File: config.mk
export PLATFORM = sky130hd
export DESIGN_NAME = interrupt_sequencer_flat
export DESIGN_NICKNAME = d
export VERILOG_FILES = /design/src/rtl/interrupt_sequencer_pkg.sv /design/src/rtl/interrupt_sequencer_if.sv /design/src/rtl/interrupt_sequencer_priority_resolver.sv /design/src/rtl/interrupt_sequencer.sv /design/src/flat_wrapper.sv
export SDC_FILE = /design/constraint.sdc
export NUM_CORES = 1
export LEC_CHECK = 0
export CAP_MARGIN = 5
export CELL_PAD_IN_SITES_DETAIL_PLACEMENT = 1
export CELL_PAD_IN_SITES_GLOBAL_PLACEMENT = 2
export CORE_ASPECT_RATIO = 1.1
export CORE_MARGIN = 1.5
export CORE_UTILIZATION = 31
export CTS_CLUSTER_SIZE = 40
export DETAILED_ROUTE_END_ITERATION = 8
export GPL_TIMING_DRIVEN = 0
export HOLD_SLACK_MARGIN = 0.06
export PLACE_DENSITY_LB_ADDON = 0.2
export SYNTH_ARGS = -nofsm -noshare
export SYNTH_HDL_FRONTEND = slang
export SYNTH_SLANG_ARGS = --single-unit
export TNS_END_PERCENT = 100
File: constraint.sdc
create_clock -name clk -period 7.1 [get_ports clk]
set_clock_uncertainty 0.2 [all_clocks]
set_input_delay 1.775 -clock clk [delete_from_list [all_inputs] [get_ports clk]]
set_output_delay 1.775 -clock clk [all_outputs]
set_load 0.05 [all_outputs]
File: src/rtl/interrupt_sequencer_pkg.sv
// Shared types and constants for the 8259A-compatible interrupt sequencer.
package pic_pkg;

  localparam int unsigned NUM_IR = 8;
  localparam int unsigned LVL_W  = 3;
  localparam int unsigned VEC_W  = 8;

  localparam logic [LVL_W-1:0] SPURIOUS_LEVEL = 3'd7;

  typedef enum logic [2:0] {
    IDLE   = 3'd0,
    WAIT1  = 3'd1,
    PULSE1 = 3'd2,
    GAP    = 3'd3,
    PULSE2 = 3'd4
  } state_e;

  typedef enum logic {
    EOI_NONSPECIFIC = 1'b0,
    EOI_SPECIFIC    = 1'b1
  } eoi_type_e;

  function automatic logic [NUM_IR-1:0] level_onehot(input logic [LVL_W-1:0] lvl);
    return NUM_IR'(1) << lvl;
  endfunction

endpackage

File: src/rtl/interrupt_sequencer_if.sv
// Request, mask, acknowledge and status signals between the PIC front end and the sequencer core.
interface interrupt_sequencer_if;
  import pic_pkg::*;

  logic [NUM_IR-1:0] IR;
  logic [NUM_IR-1:0] IMR;
  logic              LTIM;
  logic              AEOI;
  logic [VEC_W-1:0]  AddressBase;
  logic              INTA;
  logic              eoiValid;
  logic              eoiSpecific;
  logic [LVL_W-1:0]  eoiLevel;

  logic              INT;
  logic [LVL_W-1:0]  highestPriority;
  logic              currentPulse;
  logic              vectorValid;
  logic [VEC_W-1:0]  vector;
  logic [NUM_IR-1:0] IRR;
  logic [NUM_IR-1:0] ISRreg;

  modport master (
    output IR, IMR, LTIM, AEOI, AddressBase, INTA, eoiValid, eoiSpecific, eoiLevel,
    input  INT, highestPriority, currentPulse, vectorValid, vector, IRR, ISRreg
  );

  modport slave (
    input  IR, IMR, LTIM, AEOI, AddressBase, INTA, eoiValid, eoiSpecific, eoiLevel,
    output INT, highestPriority, currentPulse, vectorValid, vector, IRR, ISRreg
  );

endinterface

File: src/rtl/interrupt_sequencer_priority_resolver.sv
// Fixed-priority resolver: lowest unmasked request, qualified against the highest in-service level.
module priority_resolver
  import pic_pkg::*;
(
  input  logic [NUM_IR-1:0] irr,
  input  logic [NUM_IR-1:0] imr,
  input  logic [NUM_IR-1:0] isr,
  output logic              valid,
  output logic [LVL_W-1:0]  level
);

  logic [NUM_IR-1:0] req;
  logic              req_found;
  logic [LVL_W-1:0]  req_lvl;
  logic              isr_found;
  logic [LVL_W-1:0]  isr_lvl;

  // Scan downwards so the lowest-numbered set bit is the one left standing.
  always_comb begin
    req       = irr & ~imr;
    req_found = 1'b0;
    req_lvl   = '0;
    isr_found = 1'b0;
    isr_lvl   = '0;
    for (int i = NUM_IR - 1; i >= 0; i--) begin
      if (req[i]) begin
        req_found = 1'b1;
        req_lvl   = LVL_W'(i);
      end
      if (isr[i]) begin
        isr_found = 1'b1;
        isr_lvl   = LVL_W'(i);
      end
    end
  end

  assign valid = req_found && (!isr_found || (req_lvl < isr_lvl));
  assign level = req_lvl;

endmodule

File: src/rtl/interrupt_sequencer.sv
// Clocked PIC core: IRR/ISR bookkeeping, nested priority, INT drive and the two-pulse INTA sequence.
module interrupt_sequencer
  import pic_pkg::*;
(
  input  logic                 clk,
  input  logic                 reset,
  interrupt_sequencer_if.slave bus
);

  state_e            state_q, state_d;
  logic [NUM_IR-1:0] irr_q, irr_d;
  logic [NUM_IR-1:0] isr_q, isr_d;
  logic [NUM_IR-1:0] imr_q, imr_d;
  logic [NUM_IR-1:0] ir_prev_q, ir_prev_d;
  logic              inta_s1_q, inta_s1_d;
  logic              inta_s2_q, inta_s2_d;
  logic              inta_hist_q, inta_hist_d;
  logic              int_q, int_d;
  logic [LVL_W-1:0]  hp_q, hp_d;
  logic              cp_q, cp_d;
  logic              vv_q, vv_d;
  logic [VEC_W-1:0]  vector_q, vector_d;
  logic              spurious_q, spurious_d;

  logic              fall_c;
  logic              rise_c;
  logic              elig_valid_c;
  logic [LVL_W-1:0]  elig_level_c;
  logic              eoi_valid_c;
  logic [LVL_W-1:0]  eoi_level_c;
  logic [NUM_IR-1:0] isr_set_c;
  logic [NUM_IR-1:0] isr_clr_c;
  logic [NUM_IR-1:0] irr_clr_c;
  logic              addr_low_unused;

  assign addr_low_unused = ^bus.AddressBase[2:0];

  assign fall_c = inta_hist_q & ~inta_s2_q;
  assign rise_c = ~inta_hist_q & inta_s2_q;

  priority_resolver u_req_resolver (
    .irr   (irr_q),
    .imr   (imr_q),
    .isr   (isr_q),
    .valid (elig_valid_c),
    .level (elig_level_c)
  );

  // Same resolver, unmasked and unnested, picks the non-specific EOI target.
  priority_resolver u_eoi_resolver (
    .irr   (isr_q),
    .imr   ('0),
    .isr   ('0),
    .valid (eoi_valid_c),
    .level (eoi_level_c)
  );

  always_comb begin
    state_d     = state_q;
    int_d       = int_q;
    hp_d        = hp_q;
    cp_d        = cp_q;
    vv_d        = vv_q;
    vector_d    = vector_q;
    spurious_d  = spurious_q;
    ir_prev_d   = bus.IR;
    imr_d       = bus.IMR;
    inta_s1_d   = bus.INTA;
    inta_s2_d   = inta_s1_q;
    inta_hist_d = inta_s2_q;
    isr_set_c   = '0;
    isr_clr_c   = '0;
    irr_clr_c   = '0;

    if (bus.eoiValid) begin
      if (bus.eoiSpecific == EOI_SPECIFIC) begin
        isr_clr_c = isr_clr_c | level_onehot(bus.eoiLevel);
      end else if (eoi_valid_c) begin
        isr_clr_c = isr_clr_c | level_onehot(eoi_level_c);
      end
    end

    unique case (state_q)
      IDLE: begin
        if (elig_valid_c) begin
          state_d = WAIT1;
          int_d   = 1'b1;
        end else if (fall_c) begin
          state_d    = PULSE1;
          hp_d       = SPURIOUS_LEVEL;
          spurious_d = 1'b1;
          cp_d       = 1'b0;
        end
      end
      WAIT1: begin
        if (fall_c) begin
          state_d = PULSE1;
          int_d   = 1'b0;
          cp_d    = 1'b0;
          if (elig_valid_c) begin
            hp_d       = elig_level_c;
            spurious_d = 1'b0;
            isr_set_c  = level_onehot(elig_level_c);
            irr_clr_c  = level_onehot(elig_level_c);
          end else begin
            hp_d       = SPURIOUS_LEVEL;
            spurious_d = 1'b1;
          end
        end else if (!elig_valid_c) begin
          state_d = IDLE;
          int_d   = 1'b0;
        end
      end
      PULSE1: begin
        if (rise_c) begin
          state_d = GAP;
          cp_d    = 1'b1;
        end
      end
      GAP: begin
        if (fall_c) begin
          state_d  = PULSE2;
          vv_d     = 1'b1;
          vector_d = {bus.AddressBase[7:3], hp_q};
        end
      end
      PULSE2: begin
        if (rise_c) begin
          state_d = IDLE;
          vv_d    = 1'b0;
          cp_d    = 1'b0;
          if (bus.AEOI && !spurious_q) begin
            isr_clr_c = isr_clr_c | level_onehot(hp_q);
          end
        end
      end
      default: begin
        state_d = IDLE;
        int_d   = 1'b0;
        vv_d    = 1'b0;
        cp_d    = 1'b0;
      end
    endcase

    if (bus.LTIM) begin
      irr_d = bus.IR;
    end else begin
      irr_d = irr_q | (bus.IR & ~ir_prev_q);
    end
    irr_d = irr_d & ~irr_clr_c;

    // Clears first so an acknowledge set on the same bit survives a same-cycle EOI.
    isr_d = (isr_q & ~isr_clr_c) | isr_set_c;
  end

  always_ff @(posedge clk) begin
    if (reset) begin
      state_q     <= IDLE;
      irr_q       <= '0;
      isr_q       <= '0;
      imr_q       <= '0;
      ir_prev_q   <= '0;
      inta_s1_q   <= 1'b1;
      inta_s2_q   <= 1'b1;
      inta_hist_q <= 1'b1;
      int_q       <= 1'b0;
      hp_q        <= '0;
      cp_q        <= 1'b0;
      vv_q        <= 1'b0;
      vector_q    <= '0;
      spurious_q  <= 1'b0;
    end else begin
      state_q     <= state_d;
      irr_q       <= irr_d;
      isr_q       <= isr_d;
      imr_q       <= imr_d;
      ir_prev_q   <= ir_prev_d;
      inta_s1_q   <= inta_s1_d;
      inta_s2_q   <= inta_s2_d;
      inta_hist_q <= inta_hist_d;
      int_q       <= int_d;
      hp_q        <= hp_d;
      cp_q        <= cp_d;
      vv_q        <= vv_d;
      vector_q    <= vector_d;
      spurious_q  <= spurious_d;
    end
  end

  assign bus.INT             = int_q;
  assign bus.highestPriority = hp_q;
  assign bus.currentPulse    = cp_q;
  assign bus.vectorValid     = vv_q;
  assign bus.vector          = vector_q;
  assign bus.IRR             = irr_q;
  assign bus.ISRreg          = isr_q;

endmodule
File: src/flat_wrapper.sv
// flat-port wrapper written by rule: the top's interface ports become plain ports
module interrupt_sequencer_flat import pic_pkg::*;
  (clk, reset, bus_IR, bus_IMR, bus_LTIM, bus_AEOI, bus_AddressBase, bus_INTA, bus_eoiValid, bus_eoiSpecific, bus_eoiLevel, bus_INT, bus_highestPriority, bus_currentPulse, bus_vectorValid, bus_vector, bus_IRR, bus_ISRreg);
  interrupt_sequencer_if bus_i ();
  input  logic clk;
  input  logic reset;
  input wire logic [$bits(bus_i.IR)-1:0] bus_IR;
  input wire logic [$bits(bus_i.IMR)-1:0] bus_IMR;
  input wire logic [$bits(bus_i.LTIM)-1:0] bus_LTIM;
  input wire logic [$bits(bus_i.AEOI)-1:0] bus_AEOI;
  input wire logic [$bits(bus_i.AddressBase)-1:0] bus_AddressBase;
  input wire logic [$bits(bus_i.INTA)-1:0] bus_INTA;
  input wire logic [$bits(bus_i.eoiValid)-1:0] bus_eoiValid;
  input wire logic [$bits(bus_i.eoiSpecific)-1:0] bus_eoiSpecific;
  input wire logic [$bits(bus_i.eoiLevel)-1:0] bus_eoiLevel;
  output wire logic [$bits(bus_i.INT)-1:0] bus_INT;
  output wire logic [$bits(bus_i.highestPriority)-1:0] bus_highestPriority;
  output wire logic [$bits(bus_i.currentPulse)-1:0] bus_currentPulse;
  output wire logic [$bits(bus_i.vectorValid)-1:0] bus_vectorValid;
  output wire logic [$bits(bus_i.vector)-1:0] bus_vector;
  output wire logic [$bits(bus_i.IRR)-1:0] bus_IRR;
  output wire logic [$bits(bus_i.ISRreg)-1:0] bus_ISRreg;
  assign bus_i.IR = bus_IR;
  assign bus_i.IMR = bus_IMR;
  assign bus_i.LTIM = bus_LTIM;
  assign bus_i.AEOI = bus_AEOI;
  assign bus_i.AddressBase = bus_AddressBase;
  assign bus_i.INTA = bus_INTA;
  assign bus_i.eoiValid = bus_eoiValid;
  assign bus_i.eoiSpecific = bus_eoiSpecific;
  assign bus_i.eoiLevel = bus_eoiLevel;
  assign bus_INT = bus_i.INT;
  assign bus_highestPriority = bus_i.highestPriority;
  assign bus_currentPulse = bus_i.currentPulse;
  assign bus_vectorValid = bus_i.vectorValid;
  assign bus_vector = bus_i.vector;
  assign bus_IRR = bus_i.IRR;
  assign bus_ISRreg = bus_i.ISRreg;
  interrupt_sequencer u_core (.clk(clk), .reset(reset), .bus(bus_i));
endmodule
-- After elaboration in Yosys (flattened, before gate mapping)
Cells that the tools add are included.
- bits in registers: 53
- input port bits: 34
- $lt $le $gt $ge: 1
- equal/unequal tests: 13
- shift operators: 4
- multiplexer cells: 70
- bitwise operators: 18
- reductions and logical operators: 15
- operator list (kind ; count):
    $mux 3 ; 27
    $mux 8 ; 10
    $and 8x8->8 ; 4
    $not 8->8 ; 4
    $shl 1x3->8 const A ; 4
    $mux 1 ; 27
    $or 8x8->8 ; 3
    $pmux 3 s5 ; 1
    $ne 2x1->1 const B ; 6
    $reduce_and 4->1 ; 2
    $eq 3x2->1 const B ; 2
    $pmux 1 s3 ; 2
    $pmux 3 s2 ; 1
    $reduce_and 3->1 ; 2
    $reduce_or 3->1 ; 2
    $not 1->1 ; 5
    $pmux 1 s5 ; 1
    $reduce_and 5->1 ; 1
    $eq 3x1->1 const B ; 1
    $eq 3x3->1 const B ; 1
    $logic_not 3->1 ; 1
    $lt 3x3->1 ; 1
    $ne 3x1->1 const B ; 1
    $ne 3x2->1 const B ; 1
    other kinds (8) ; 11

-- Longest topological paths before layout
- word-level depth: 19
- gate-level depth with buffers: 10
- gate-level depth less buffers: 9

-- Cells and area by module
A second synthesis with hierarchy kept.
- cell total of the unflattened synthesis: 352
- area, all modules: 2882.8 µm²
- modules (own cells, without submodules) (module ; times used ; cells each ; area an instance (µm²) ; sequential area each (µm²)):
    interrupt_sequencer ; 1 ; 262 ; 2309.7 ; 1061.0
    priority_resolver ; 2 ; 45 ; 286.5 ; 0.0

-- Worst setup path after synthesis
OpenSTA, ideal clock, no wires.
- path type: input-to-reg
- start: input reset
- end: register u_core.vv_q, in the netlist u_core.bus.vectorValid
- arrival time: 2.622 ns
- required time: 6.772 ns
- slack: 4.150 ns
- stages: 4
- path buffers: 3
- path through: clkbuf_1 -> clkbuf_1 -> clkbuf_1 -> nor2_1
- RTL lines (item ; RTL line ; text):
    from (decl) ; flat_wrapper.sv:6 ; input logic reset;
    to (signal assigned) ; interrupt_sequencer.sv:184 ; vv_q <= vv_d;
    to (decl) ; interrupt_sequencer.sv:21 ; logic vv_q, vv_d;
No word-level cell between the ends.

-- Worst setup path in the final report
- start: register u_core.isr_q[2], in the netlist u_core.bus.ISRreg[2]
- end: output bus_ISRreg[2]
- RTL lines (item ; RTL line ; text):
    from (decl) ; interrupt_sequencer.sv:12 ; logic [NUM_IR-1:0] isr_q, isr_d;
    from (signal assigned) ; interrupt_sequencer.sv:175 ; isr_q <= isr_d;
    to (decl) ; flat_wrapper.sv:22 ; output wire logic [$bits(bus_i.ISRreg)-1:0] bus_ISRreg;
No word-level cell between the ends.

==> results.yml <==
status:
  status: "complete, no violations"
sta:
  rsz0062_at_grt: "no"
  max_slew_margin: 0.460
  period_share: 0.517
  slew_viol_final: 0
  setup_viol: 0
  fmax_mhz: 272
  holdWs_ns: 0.226
  worst_slew_pin_slew_ns: 0.799
  min_period_ns: 3.67
  setup_tns_ns: 0
  hold_violations: 0
worst_setup_path:
  r2r_cells: 7
  slowest_stage: "clkdlybuf4s50_1"
  regToRegEndpoint: "u_core.bus.currentPulse"
  critical_path_arrival_ns: 1.70
  cp.required_ns: 5.12
  reg2reg_from: "u_core.bus.ISRreg[7]"
  cpLargestDelayFamily: "buffers and inverters"
  rrSetupSlack_ns: 4.22
  end_kind: "output port"
  critPathBufInv: 1
  crit_chain: "clkdlybuf4s50_1"
  critPathKind: "reg -> out"
  max_stage_delay_ns: 0.87
  critPathMaxFanout: 7
  worstSetupStartpointType: "register"
  crit_cells: 1
final_layout:
  layout.nets: 400
  area_delta_synth_final_pct: 32.2
  post_route_cells_drive_above_1_share: 0.0765
  n_antenna_cell: 0
  layout_commonest_cell: "clkdlybuf4s50_1"
  stdcell_area_sq_um: 3370
  final_cell_mix: "clkdlybuf4s50_1 (59), dfxtp_1 (53), nor2_1 (30)"
synthesis:
  synth_cells: 299
  async_flop_share: 0
  ys_ff_latch: 53
  synth-edff-count: 0
  yosysWarnings: 0
  syn_avg_cell_area_sq_um: 8.53
  ys_types: 57
  synth_top_cell_by_area: "dfxtp_1"
  synthFlopType: "dfxtp_1"
  synth_seq_area_share: 0.416
  synth_top_area_share: 0.416
  synth_area_sq_um: 2550
  synth.top_cells.by_area: "dfxtp_1 (42%), nor2b_1 (5.6%), nor2_1 (4.4%)"
  syn-num-nets: 334
hold_path:
  holdPathEnd: "u_core.inta_hist_d"
  min-delay-start: "u_core.inta_s1_q"
  hp-class: "reg -> reg"
  min_delay_path_depth: 1
detailed_routing:
  ant_nets: 0
  wl_per_cell_microns: 15.0
  dr.first_iter.drc_count: 79
  drc: 0
  vias: 2375
  wl_mm: 7.10
  firstDrtPassIters: 4
  via_per_inst: 5.01
power:
  p_comb_frac: 0.201
  clkPwrFrac: 0.288
  leakagePower_nw: 1.17
  ir_drop_uv: 96.9
  swShare: 0.296
  p_int_w: 0.000441
  power_switching_w: 0.000185
  power_frac_seq: 0.511
  power_density_nw_per_um2: 186
clocking:
  htree_num_levels: 2
  clockBufferDepth: 2
  clockRootBuffer: "clkbuf_8"
  cts_tree: "done"
  cts_sinks: 53
  path_clk_slew_ns: 0.09
  cts.repair.resized: 0
  postCtsSetupBuffers: 0
  hold_buffers: 0
  numCtsBuffers: 5
  clock_latency_ns: 0.31
placed_design:
  place_area_sq_um: 3280
  portBuffers: 59
  place_congestion: 0.775
  hpwl_mm: 5.57
floorplan:
  die_x_microns: 89.5
  die-area_sq_um: 8780
  rows: 34
  coreArea_sq_um: 7960
  die_h_microns: 98.1
  floorplan.initialDensity: 0.321
  io_pins: 64
grt:
  grt_pass1_vias: 2398
  grt.total_usage: 0.171
  grt_start_max_net_pins: 17
  grt-ovfl-total: 0
  antenna_found_initial: 0
  grt_pass1_wl_mm: 11.8
job:
  cap_violations: 0
how the worst max path moves through the flow:
stage,end,slack [ns],startpoint
final,bus_ISRreg[2],3.43,u_core.bus.ISRreg[2]
after floorplan,u_core.bus.vectorValid,4.15,reset
after CTS,bus_highestPriority[0],3.40,u_core.bus.highestPriority[0]
after global routing,bus_ISRreg[2],3.37,u_core.bus.ISRreg[2]
after global placement,u_core.bus.ISRreg[1],3.54,bus_eoiSpecific
after detailed placement,u_core.bus.IRR[5],3.50,bus_LTIM
through the flow:
step                       util  cells  setup slack, ns  total power (W)
final                     0.424    474             3.43         0.000626
after global routing      0.424    474             3.37         0.000657
after CTS                 0.424    474             3.40         0.000635
after detailed placement  0.412    466             3.50         0.000454
after global placement    0.412    466             3.54         0.000452
after floorplan               -    299             4.15         0.000404
synthesized netlist by cell type (all sizes together), types with 3 or more instances:
| library cell | instances |
|---|---|
| dfxtp | 53 |
| nor2 | 30 |
| nor2b | 25 |
| a21oi | 21 |
| nand2 | 21 |
| inv | 18 |
| o21ai | 17 |
| clkbuf | 10 |
| mux2i | 10 |
| nor3 | 10 |
| nand2b | 9 |
| nand3 | 9 |
| a221oi | 8 |
| o211ai | 5 |
| nor4 | 4 |
| or2 | 4 |
| a211oi | 3 |
| a21o | 3 |
| a311oi | 3 |
flip-flops by register name (all words and copies together) (netlist names), 3 cells and up:
signal and cells:
u_core.bus.IRR 8, u_core.ir_prev_q 8, u_core.bus.ISRreg 8, u_core.bus.highestPriority 3
u_core.state_q 3, u_core.imr_q 8, u_core.bus.vector 8
power by group through the flow:
stage	combinational [W]	clock (W)	sequential, W
floorplan	0.0000608	0	0.000343
global placement	0.000125	0	0.000327
detailed placement	0.000127	0	0.000327
CTS	0.000127	0.000187	0.000320
global route	0.000138	0.000197	0.000322
finish	0.000126	0.000180	0.000320
cell families (layout without fill, tap and decap cells):
family | count (synthesis) | in the layout | share of synthesized area
and+or+nand+nor | 123 | 123 | 0.259
DFF | 53 | 53 | 0.416
buffers and inverters | 31 | 98 | 0.0490
AOI/OAI and AO/OA | 81 | 81 | 0.232
adders and majority gates | 1 | 1 | 0.00490
muxes | 10 | 10 | 0.0392
layout make-up:
class / count / area, sq um
flip-flops and latches: 53 / 1060
repair buffers: 59 / 591
inverters: 19 / 71.3
clock buffers: 6 / 82.6
clock inverters: 2 / 13.8
multi-input cells: 215 / 1370
fillers: 958 / 4580
well taps: 108 / 135
plain buffers: 12 / 53.8
per-layer routing:
| layer | vias up | track usage | wire length [microns] |
|---|---|---|---|
| met4 | 0 | 0.0533 | 92 |
| li1 | 1197 | - | - |
| met1 | 1124 | 0.228 | 3390 |
| met5 | - | 0 | 0 |
| met2 | 47 | 0.283 | 3410 |
| met3 | 7 | 0.0228 | 202 |
No activity file was read; power rests on OpenSTA's default activity.
